### src/rtl/mem_arb_pkg.sv
// Types and constants for the fetch/data memory bus arbiter.
package mem_arb_pkg;

    typedef enum logic [1:0] {
        IDLE,
        BUSY,
        RESP
    } arb_state_t;

    typedef enum logic {
        OWN_IF,
        OWN_DATA
    } arb_owner_t;

    localparam logic [3:0]  STROBE_ALL = 4'b1111;
    localparam logic [31:0] WORD_MASK  = 32'hFFFF_FFFC;

endpackage

### src/rtl/riscv_types.sv
// Shared core types referenced by the memory-side blocks.
package riscv_types;

    typedef enum logic [1:0] {
        STORE_BYTE     = 2'b00,
        STORE_HALFWORD = 2'b01,
        STORE_WORD     = 2'b10
    } store_t;

endpackage

### src/rtl/byte_lane_gen.sv
// Byte strobes and lane-replicated write data for a store.
module byte_lane_gen
    import riscv_types::*;
    import mem_arb_pkg::*;
(
    input  logic [1:0]  store_type,
    input  logic [1:0]  addr_lo,
    input  logic [31:0] wdata,
    output logic [3:0]  sel,
    output logic [31:0] wdata_rep
);

    // Reserved encoding 2'b11 falls through to a full-word store.
    always_comb begin
        sel       = STROBE_ALL;
        wdata_rep = wdata;
        case (store_type)
            STORE_BYTE: begin
                sel       = 4'b0001 << addr_lo;
                wdata_rep = {4{wdata[7:0]}};
            end
            STORE_HALFWORD: begin
                sel       = 4'b0011 << {addr_lo[1], 1'b0};
                wdata_rep = {2{wdata[15:0]}};
            end
            default: begin
            end
        endcase
    end

endmodule

### src/rtl/mem_bus_arbiter.sv
// Shares one memory bus between instruction fetch and the data port:
// data has priority, fetch is protected by a starvation counter, stuck accesses time out.
module mem_bus_arbiter
    import mem_arb_pkg::*;
#(
    parameter int unsigned STARVE_LIMIT = 4,
    parameter int unsigned TIMEOUT      = 64
) (
    input  logic        clk,
    input  logic        reset,
    input  logic        if_req,
    input  logic [31:0] if_addr,
    output logic        if_ack,
    output logic [31:0] if_rdata,
    output logic        if_err,
    input  logic        dm_req,
    input  logic        dm_we,
    input  logic [31:0] dm_addr,
    input  logic [31:0] dm_wdata,
    input  logic [1:0]  dm_store_type,
    output logic        dm_ack,
    output logic [31:0] dm_rdata,
    output logic        dm_err,
    output logic        bus_req,
    output logic        bus_we,
    output logic [31:0] bus_addr,
    output logic [31:0] bus_wdata,
    output logic [3:0]  bus_sel,
    input  logic        bus_ack,
    input  logic [31:0] bus_rdata
);

    localparam int unsigned StarveW = (STARVE_LIMIT < 2) ? 1 : $clog2(STARVE_LIMIT + 1);
    localparam int unsigned TmoW    = (TIMEOUT < 2) ? 1 : $clog2(TIMEOUT);
    localparam logic [StarveW-1:0] StarveMax = StarveW'(STARVE_LIMIT);
    localparam logic [TmoW-1:0]    TmoLast   = TmoW'((TIMEOUT == 0) ? 0 : TIMEOUT - 1);

    arb_state_t         state_q, state_d;
    arb_owner_t         owner_q, owner_d;
    logic [StarveW-1:0] starve_q, starve_d;
    logic [TmoW-1:0]    tmo_q, tmo_d;
    logic               bus_req_q, bus_req_d, bus_we_q, bus_we_d;
    logic [31:0]        bus_addr_q, bus_addr_d, bus_wdata_q, bus_wdata_d;
    logic [3:0]         bus_sel_q, bus_sel_d;
    logic               if_ack_q, if_ack_d, if_err_q, if_err_d;
    logic               dm_ack_q, dm_ack_d, dm_err_q, dm_err_d;
    logic [31:0]        if_rdata_q, if_rdata_d, dm_rdata_q, dm_rdata_d;
    logic [3:0]         lane_sel;
    logic [31:0]        lane_wdata;
    logic               grant_if;

    byte_lane_gen u_lanes (
        .store_type (dm_store_type),
        .addr_lo    (dm_addr[1:0]),
        .wdata      (dm_wdata),
        .sel        (lane_sel),
        .wdata_rep  (lane_wdata)
    );

    assign grant_if = if_req &&
                      (!dm_req || ((STARVE_LIMIT != 0) && (starve_q == StarveMax)));

    always_comb begin
        state_d     = state_q;
        owner_d     = owner_q;
        starve_d    = if_req ? starve_q : '0;
        tmo_d       = tmo_q;
        bus_req_d   = bus_req_q;
        bus_we_d    = bus_we_q;
        bus_addr_d  = bus_addr_q;
        bus_wdata_d = bus_wdata_q;
        bus_sel_d   = bus_sel_q;
        if_ack_d    = 1'b0;
        dm_ack_d    = 1'b0;
        if_err_d    = if_err_q;
        dm_err_d    = dm_err_q;
        if_rdata_d  = if_rdata_q;
        dm_rdata_d  = dm_rdata_q;
        unique case (state_q)
            IDLE: begin
                if (grant_if) begin
                    state_d     = BUSY;
                    owner_d     = OWN_IF;
                    starve_d    = '0;
                    tmo_d       = '0;
                    bus_req_d   = 1'b1;
                    bus_we_d    = 1'b0;
                    bus_addr_d  = if_addr & WORD_MASK;
                    bus_wdata_d = '0;
                    bus_sel_d   = STROBE_ALL;
                end else if (dm_req) begin
                    state_d     = BUSY;
                    owner_d     = OWN_DATA;
                    tmo_d       = '0;
                    bus_req_d   = 1'b1;
                    bus_we_d    = dm_we;
                    bus_addr_d  = dm_addr & WORD_MASK;
                    bus_wdata_d = dm_we ? lane_wdata : '0;
                    bus_sel_d   = dm_we ? lane_sel : STROBE_ALL;
                    if (if_req && (starve_q != StarveMax)) begin
                        starve_d = starve_q + StarveW'(1);
                    end
                end
            end
            BUSY: begin
                if (bus_ack || ((TIMEOUT != 0) && (tmo_q == TmoLast))) begin
                    // A timeout returns zero data with the error flag raised.
                    state_d   = RESP;
                    bus_req_d = 1'b0;
                    if (owner_q == OWN_IF) begin
                        if_ack_d   = 1'b1;
                        if_rdata_d = bus_ack ? bus_rdata : '0;
                        if_err_d   = !bus_ack;
                    end else begin
                        dm_ack_d   = 1'b1;
                        dm_rdata_d = bus_ack ? bus_rdata : '0;
                        dm_err_d   = !bus_ack;
                    end
                end else begin
                    tmo_d = tmo_q + TmoW'(1);
                end
            end
            RESP: state_d = IDLE;
            default: state_d = IDLE;
        endcase
    end

    always_ff @(posedge clk) begin
        if (reset) begin
            state_q     <= IDLE;
            owner_q     <= OWN_DATA;
            starve_q    <= '0;
            tmo_q       <= '0;
            bus_req_q   <= 1'b0;
            bus_we_q    <= 1'b0;
            bus_addr_q  <= '0;
            bus_wdata_q <= '0;
            bus_sel_q   <= '0;
            if_ack_q    <= 1'b0;
            dm_ack_q    <= 1'b0;
            if_err_q    <= 1'b0;
            dm_err_q    <= 1'b0;
            if_rdata_q  <= '0;
            dm_rdata_q  <= '0;
        end else begin
            state_q     <= state_d;
            owner_q     <= owner_d;
            starve_q    <= starve_d;
            tmo_q       <= tmo_d;
            bus_req_q   <= bus_req_d;
            bus_we_q    <= bus_we_d;
            bus_addr_q  <= bus_addr_d;
            bus_wdata_q <= bus_wdata_d;
            bus_sel_q   <= bus_sel_d;
            if_ack_q    <= if_ack_d;
            dm_ack_q    <= dm_ack_d;
            if_err_q    <= if_err_d;
            dm_err_q    <= dm_err_d;
            if_rdata_q  <= if_rdata_d;
            dm_rdata_q  <= dm_rdata_d;
        end
    end

    assign bus_req   = bus_req_q;
    assign bus_we    = bus_we_q;
    assign bus_addr  = bus_addr_q;
    assign bus_wdata = bus_wdata_q;
    assign bus_sel   = bus_sel_q;
    assign if_ack    = if_ack_q;
    assign if_rdata  = if_rdata_q;
    assign if_err    = if_err_q;
    assign dm_ack    = dm_ack_q;
    assign dm_rdata  = dm_rdata_q;
    assign dm_err    = dm_err_q;

endmodule

### config.mk
export PLATFORM = sky130hd
export DESIGN_NAME = mem_bus_arbiter
export DESIGN_NICKNAME = d
export VERILOG_FILES = /design/src/rtl/mem_arb_pkg.sv /design/src/rtl/riscv_types.sv /design/src/rtl/byte_lane_gen.sv /design/src/rtl/mem_bus_arbiter.sv
export SDC_FILE = /design/constraint.sdc
export NUM_CORES = 1
export LEC_CHECK = 0
export ABC_AREA = 0
export CORE_MARGIN = 2
export CORE_UTILIZATION = 47
export DETAILED_ROUTE_END_ITERATION = 10
export PLACE_DENSITY_LB_ADDON = 0.3
export SLEW_MARGIN = 10
export SYNTH_ARGS = -nofsm -noshare
export SYNTH_HDL_FRONTEND = slang
export SYNTH_SLANG_ARGS = --single-unit
export TNS_END_PERCENT = 5
### constraint.sdc
create_clock -name clk -period 3.35 [get_ports clk]
set_input_delay 0.335 -clock clk [delete_from_list [all_inputs] [get_ports clk]]
set_output_delay 0.335 -clock clk [all_outputs]
set_load 0.05 [all_outputs]
# Word level (Yosys, flattened, before mapping)
# Cells that the tools add are included.
# word_totals
reg_bits	150
input_bits	136
elab_cells	80
# classes
add_sub_neg	2
n_eq_ne	8
shifts	2
mux	33
bitwise_logic	3
n_reduce_logical	17
# op_table
cell	n
32-bit 2-to-1 mux	6
32-bit case mux with 2 select lines	1
6-bit 2-to-1 mux	3
3-bit 2-to-1 mux	5
4-bit 2-to-1 mux	3
6-bit case mux with 2 select lines	1
3-bit AND reduction	4
1-bit 2-to-1 mux	8
4-bit case mux with 2 select lines	1
6-bit by 1-bit adder with 6-bit output (second input constant)	1
6-bit == test (second input constant)	1
2-bit 2-to-1 mux	3
3-bit inequality test (second input constant)	2
2-bit by 1-bit == test with 1-bit output (second input constant)	2
2-bit logical NOT	2
2-bit inequality test (second input constant)	2
2-bit case mux with 2 select lines	1
2-bit AND reduction	2
2-bit nonzero test	2
1-bit by 2-bit left shift with 4-bit output (first input constant)	1
2-bit by 2-bit left shift with 4-bit output (first input constant)	1
3-bit by 1-bit adder with 3-bit output (second input constant)	1
3-bit == test (second input constant)	1
1-bit NOT	3
other kinds (5)	8

# Longest topological paths before layout
# logic_depth
ltp_word	6
ltp_mapped	8

# Cells and area by module
# From an unflattened synthesis, not the netlist that was laid out.
# unflattened
cells_unflattened	749
hier_area_um2	6542.5
# by_module_without_submodules
mod	n_inst	cells_each	area_each_um2	seq_area_each_um2
mem_bus_arbiter	1	689	6018.3	2962.8
byte_lane_gen	1	60	524.3	0.0

# Worst setup path after synthesis
# Ideal clock, no wire load.
# synth_timing
path_type	register to register
from	register tmo_q[0]
to	register if_rdata_q[10] (netlist: if_rdata[10])
setup_ps	72
arrival_time_ps	1558
required_time_ps	3278
setup_slack_ps	1720
path_stages_with_launch	8
synth_period_minus_slack_ps	1630
path_cell_list	dfxtp_1 ha_1 nand3_2 o21ba_1 buf_6 nor3_4 buf_6 mux2i_1
# synth_via
elab_chain_cells	3
# synth_rtl
item	line_no	text
start: declaration	mem_bus_arbiter.sv:41	logic [TmoW-1:0] tmo_q, tmo_d;
start signal: assignment	mem_bus_arbiter.sv:149	tmo_q <= tmo_d;
6-bit == test	mem_bus_arbiter.sv:106	if (bus_ack || ((TIMEOUT != 0) && (tmo_q == TmoLast))) begin
1-bit logical OR	mem_bus_arbiter.sv:106	
3-bit AND reduction (no source line)	--	
end signal: assignment	mem_bus_arbiter.sv:159	if_rdata_q <= if_rdata_d;
end: declaration	mem_bus_arbiter.sv:47	logic [31:0] if_rdata_q, if_rdata_d, dm_rdata_q, dm_rdata_d;
# Every way passes these cells.
# A chain may end at the register's enable or synchronous reset.

# Worst setup path after layout
# layout_timing
from	register owner_q
to	register dm_rdata_q[25] (netlist: dm_rdata[25])
# layout_via
elab_chain_cells	1
# layout_rtl
item	line_no	text
start: declaration	mem_bus_arbiter.sv:39	arb_owner_t owner_q, owner_d;
start signal: assignment	mem_bus_arbiter.sv:147	owner_q <= owner_d;
3-bit AND reduction (no source line)	--	
end signal: assignment	mem_bus_arbiter.sv:160	dm_rdata_q <= dm_rdata_d;
end: declaration	mem_bus_arbiter.sv:47	
# Every way passes these cells.

==> impl_metrics.env <==
export IMPL_outcome="complete, no violations"
export IMPL_die_w_um=123
export IMPL_crit_type="reg2reg"
export IMPL_post_route_min_period_ns=2.28
export IMPL_fp_dieArea_mm2=0.0152
export IMPL_worstSetupStartpointType="flop"
export IMPL_fp_dieH_um=123
export IMPL_period_share=0.680
export IMPL_core_mm2=0.0139
export IMPL_leakage_nw=3.65
export IMPL_rsz0062_at_grt="no"
export IMPL_antenna_left=0
export IMPL_drtIter0Drc=375
export IMPL_relSlewSlack=0.232
export IMPL_worstHoldStart="bus_ack"
export IMPL_antenna_found_initial=0
export IMPL_grt_pass1_wl_um=30500
export IMPL_drv_slew=0
export IMPL_clk_latency_ns=0.41
export IMPL_grt_overflow=0
export IMPL_drive_gt1_frac=0.0969
export IMPL_finalSetupTns_ns=0
export IMPL_ys_types=46
export IMPL_post_cts_buffers=0
export IMPL_grt_pass1_vias=6049
export IMPL_critPathLaunch="owner_q"
export IMPL_cts_max_level=4
export IMPL_hold_buffers=0
export IMPL_drc=0
export IMPL_area_delta_synth_final_pct=49.5
export IMPL_placed_area_mm2=0.00940
export IMPL_routed_wirelength_um=19700
export IMPL_yosys_top_cells_area="dfxtp_1, mux2i_1, a311oi_2"
export IMPL_yosysSeqAreaShare=0.442
export IMPL_postSynthCellCount=744
export IMPL_finalHoldViolCount=0
export IMPL_syn_area_per_cell_um2=9.02
export IMPL_cts_root_buffer="clkbuf_16"
export IMPL_yosys_warnings=0
export IMPL_async_flop_share=0
export IMPL_place_congestion=0.828
export IMPL_synth_edf_count=0
export IMPL_fin_area_mm2=0.0100
export IMPL_ios=274
export IMPL_cts_sinks=148
export IMPL_peakVddDrop_mv=0.375
export IMPL_wire_per_inst_um=17.0
export IMPL_cts_resized=0
export IMPL_synth_seq_cells=148
export IMPL_tightest_slew_ns=1.15
export IMPL_ctsLongestPathBuffers=2
export IMPL_finClkSkew_ns=0.00849
export IMPL_crit_arrival_ns=2.55
export IMPL_layout_commonest_cell="clkdlybuf4s50_1"
export IMPL_hpwl_um=13000
export IMPL_hold_path_class="in2reg"
export IMPL_final_cell_mix="clkdlybuf4s50_1, dfxtp_1, nor2_1, o21ai_0, a21oi_1"
export IMPL_grt_max_degree=68
export IMPL_critPathCaptureType="flop"
export IMPL_r2r_start="owner_q"
export IMPL_start_util=0.482
export IMPL_num_antenna_cells=0
export IMPL_rows=43
export IMPL_numCtsBuffers=17
export IMPL_cts_reportedPaths_clkPinSlew_ns=0.06
export IMPL_syn_area_mm2=0.00671
export IMPL_first_pass_iters=6
export IMPL_synth_largest_area_cell="dfxtp_1"
export IMPL_setup_viol=0
export IMPL_grt_use_total=0.254
export IMPL_nNetsFinal=1108
export IMPL_synth_top_area_frac=0.442
export IMPL_io_buffers=269
export IMPL_critical_path_peak_fanout=32
export IMPL_maxCapViolCount=0
export IMPL_synth_ff_type="dfxtp_1"
export IMPL_cts_tree="built"
export IMPL_vias=6441
export IMPL_max_freq_mhz=439
export IMPL_cp_required_ns=3.62
export IMPL_viasPerCell=5.55
export IMPL_p_per_area_mw_per_mm2=508
-- worst max-delay path: stages, from the launching register on --
cell and delay [ns]:
dfxtp_1 0.77, nand2_1 0.76, o21ai_0 0.48, a21oi_1 0.12
-- metal layers --
metal | wire (µm) | up-vias | track usage
li1 | - | 3131 | -
met1 | 8020 | 3032 | 0.312
met2 | 9450 | 253 | 0.408
met3 | 1860 | 25 | 0.101
met4 | 344 | 0 | 0.0817
met5 | 0 | - | 0
-- report_power, final --
part	leakage, nW	internal (mW)	total [mW]	switching (mW)
registers	1.21	1.85	1.91	0.0545
clock network	0.309	1.35	2.07	0.721
logic	2.13	0.437	1.12	0.679
-- through the flow --
step / hold WS, ns / cells / setup slack [ns] / utilization / power (mW)
final: 0.371 / 1160 / 1.07 / 0.720 / 5.10
after global routing: 0.366 / 1160 / 0.912 / 0.720 / 5.29
after CTS: 0.351 / 1160 / 1.15 / 0.720 / 5.14
after detailed placement: 0.464 / 1130 / 0.979 / 0.674 / 3.06
after global placement: 0.460 / 1130 / 0.987 / 0.674 / 3.04
after floorplan: 0.449 / 745 / 1.72 / - / 2.64
-- sequential cells by signal (all words and copies together) (netlist names) --
signal / cells
state_q: 2
if_ack: 1
dm_rdata: 32
bus_wdata: 32
owner_q: 1
if_rdata: 32
if_err: 1
bus_addr: 30
starve_q: 3
dm_ack: 1
tmo_q: 6
bus_req: 1
dm_err: 1
bus_sel: 4
bus_we: 1
-- cell families after synthesis --
family / synth area share
AND/OR/NAND/NOR: 0.214
AO/OA/AOI/OAI: 0.191
flip-flops: 0.442
buffers and inverters: 0.0610
multiplexers: 0.0867
adder cells (fa/ha/maj): 0.00559
other: 0.000559
-- cell usage after synthesis, types with 2 or more instances --
library cell  count
nor4_1            2
o21ai_0          47
nor3b_1           2
buf_6             7
a31oi_1           3
nand3b_1         31
o21ai_1           3
nand2b_1         34
a211oi_1          4
nor2_1           76
a311oi_1          5
ha_1              3
nor2b_1           2
dfxtp_1         148
nand4_1          33
nand2_1          44
a311oi_2         26
mux2_1            2
nand3_1          39
mux2i_1          39
buf_4             4
nor3_1            5
mux2_2           15
buf_2            15
or3_1             2
inv_1             7
a22oi_1          32
a21oi_1          45
clkbuf_1         52
-- worst paths after layout --
kind,end,slack [ns],cells past startpoint
max,dm_rdata[25],1.07,3
min,tmo_q[5],0.37,4
max reg2reg,dm_rdata[25],1.07,3
min reg2reg,starve_q[1],0.47,2
-- layout make-up --
type,count,area [µm²]
clock buffers,21,460
flip-flops and latches,148,2960
well taps,180,225
clock inverters,9,176
repair buffers,284,2820
multi-input cells,511,3360
fillers,1081,3900
inverters,7,26.3
Note: power is estimated with default switching activity, not from simulation.
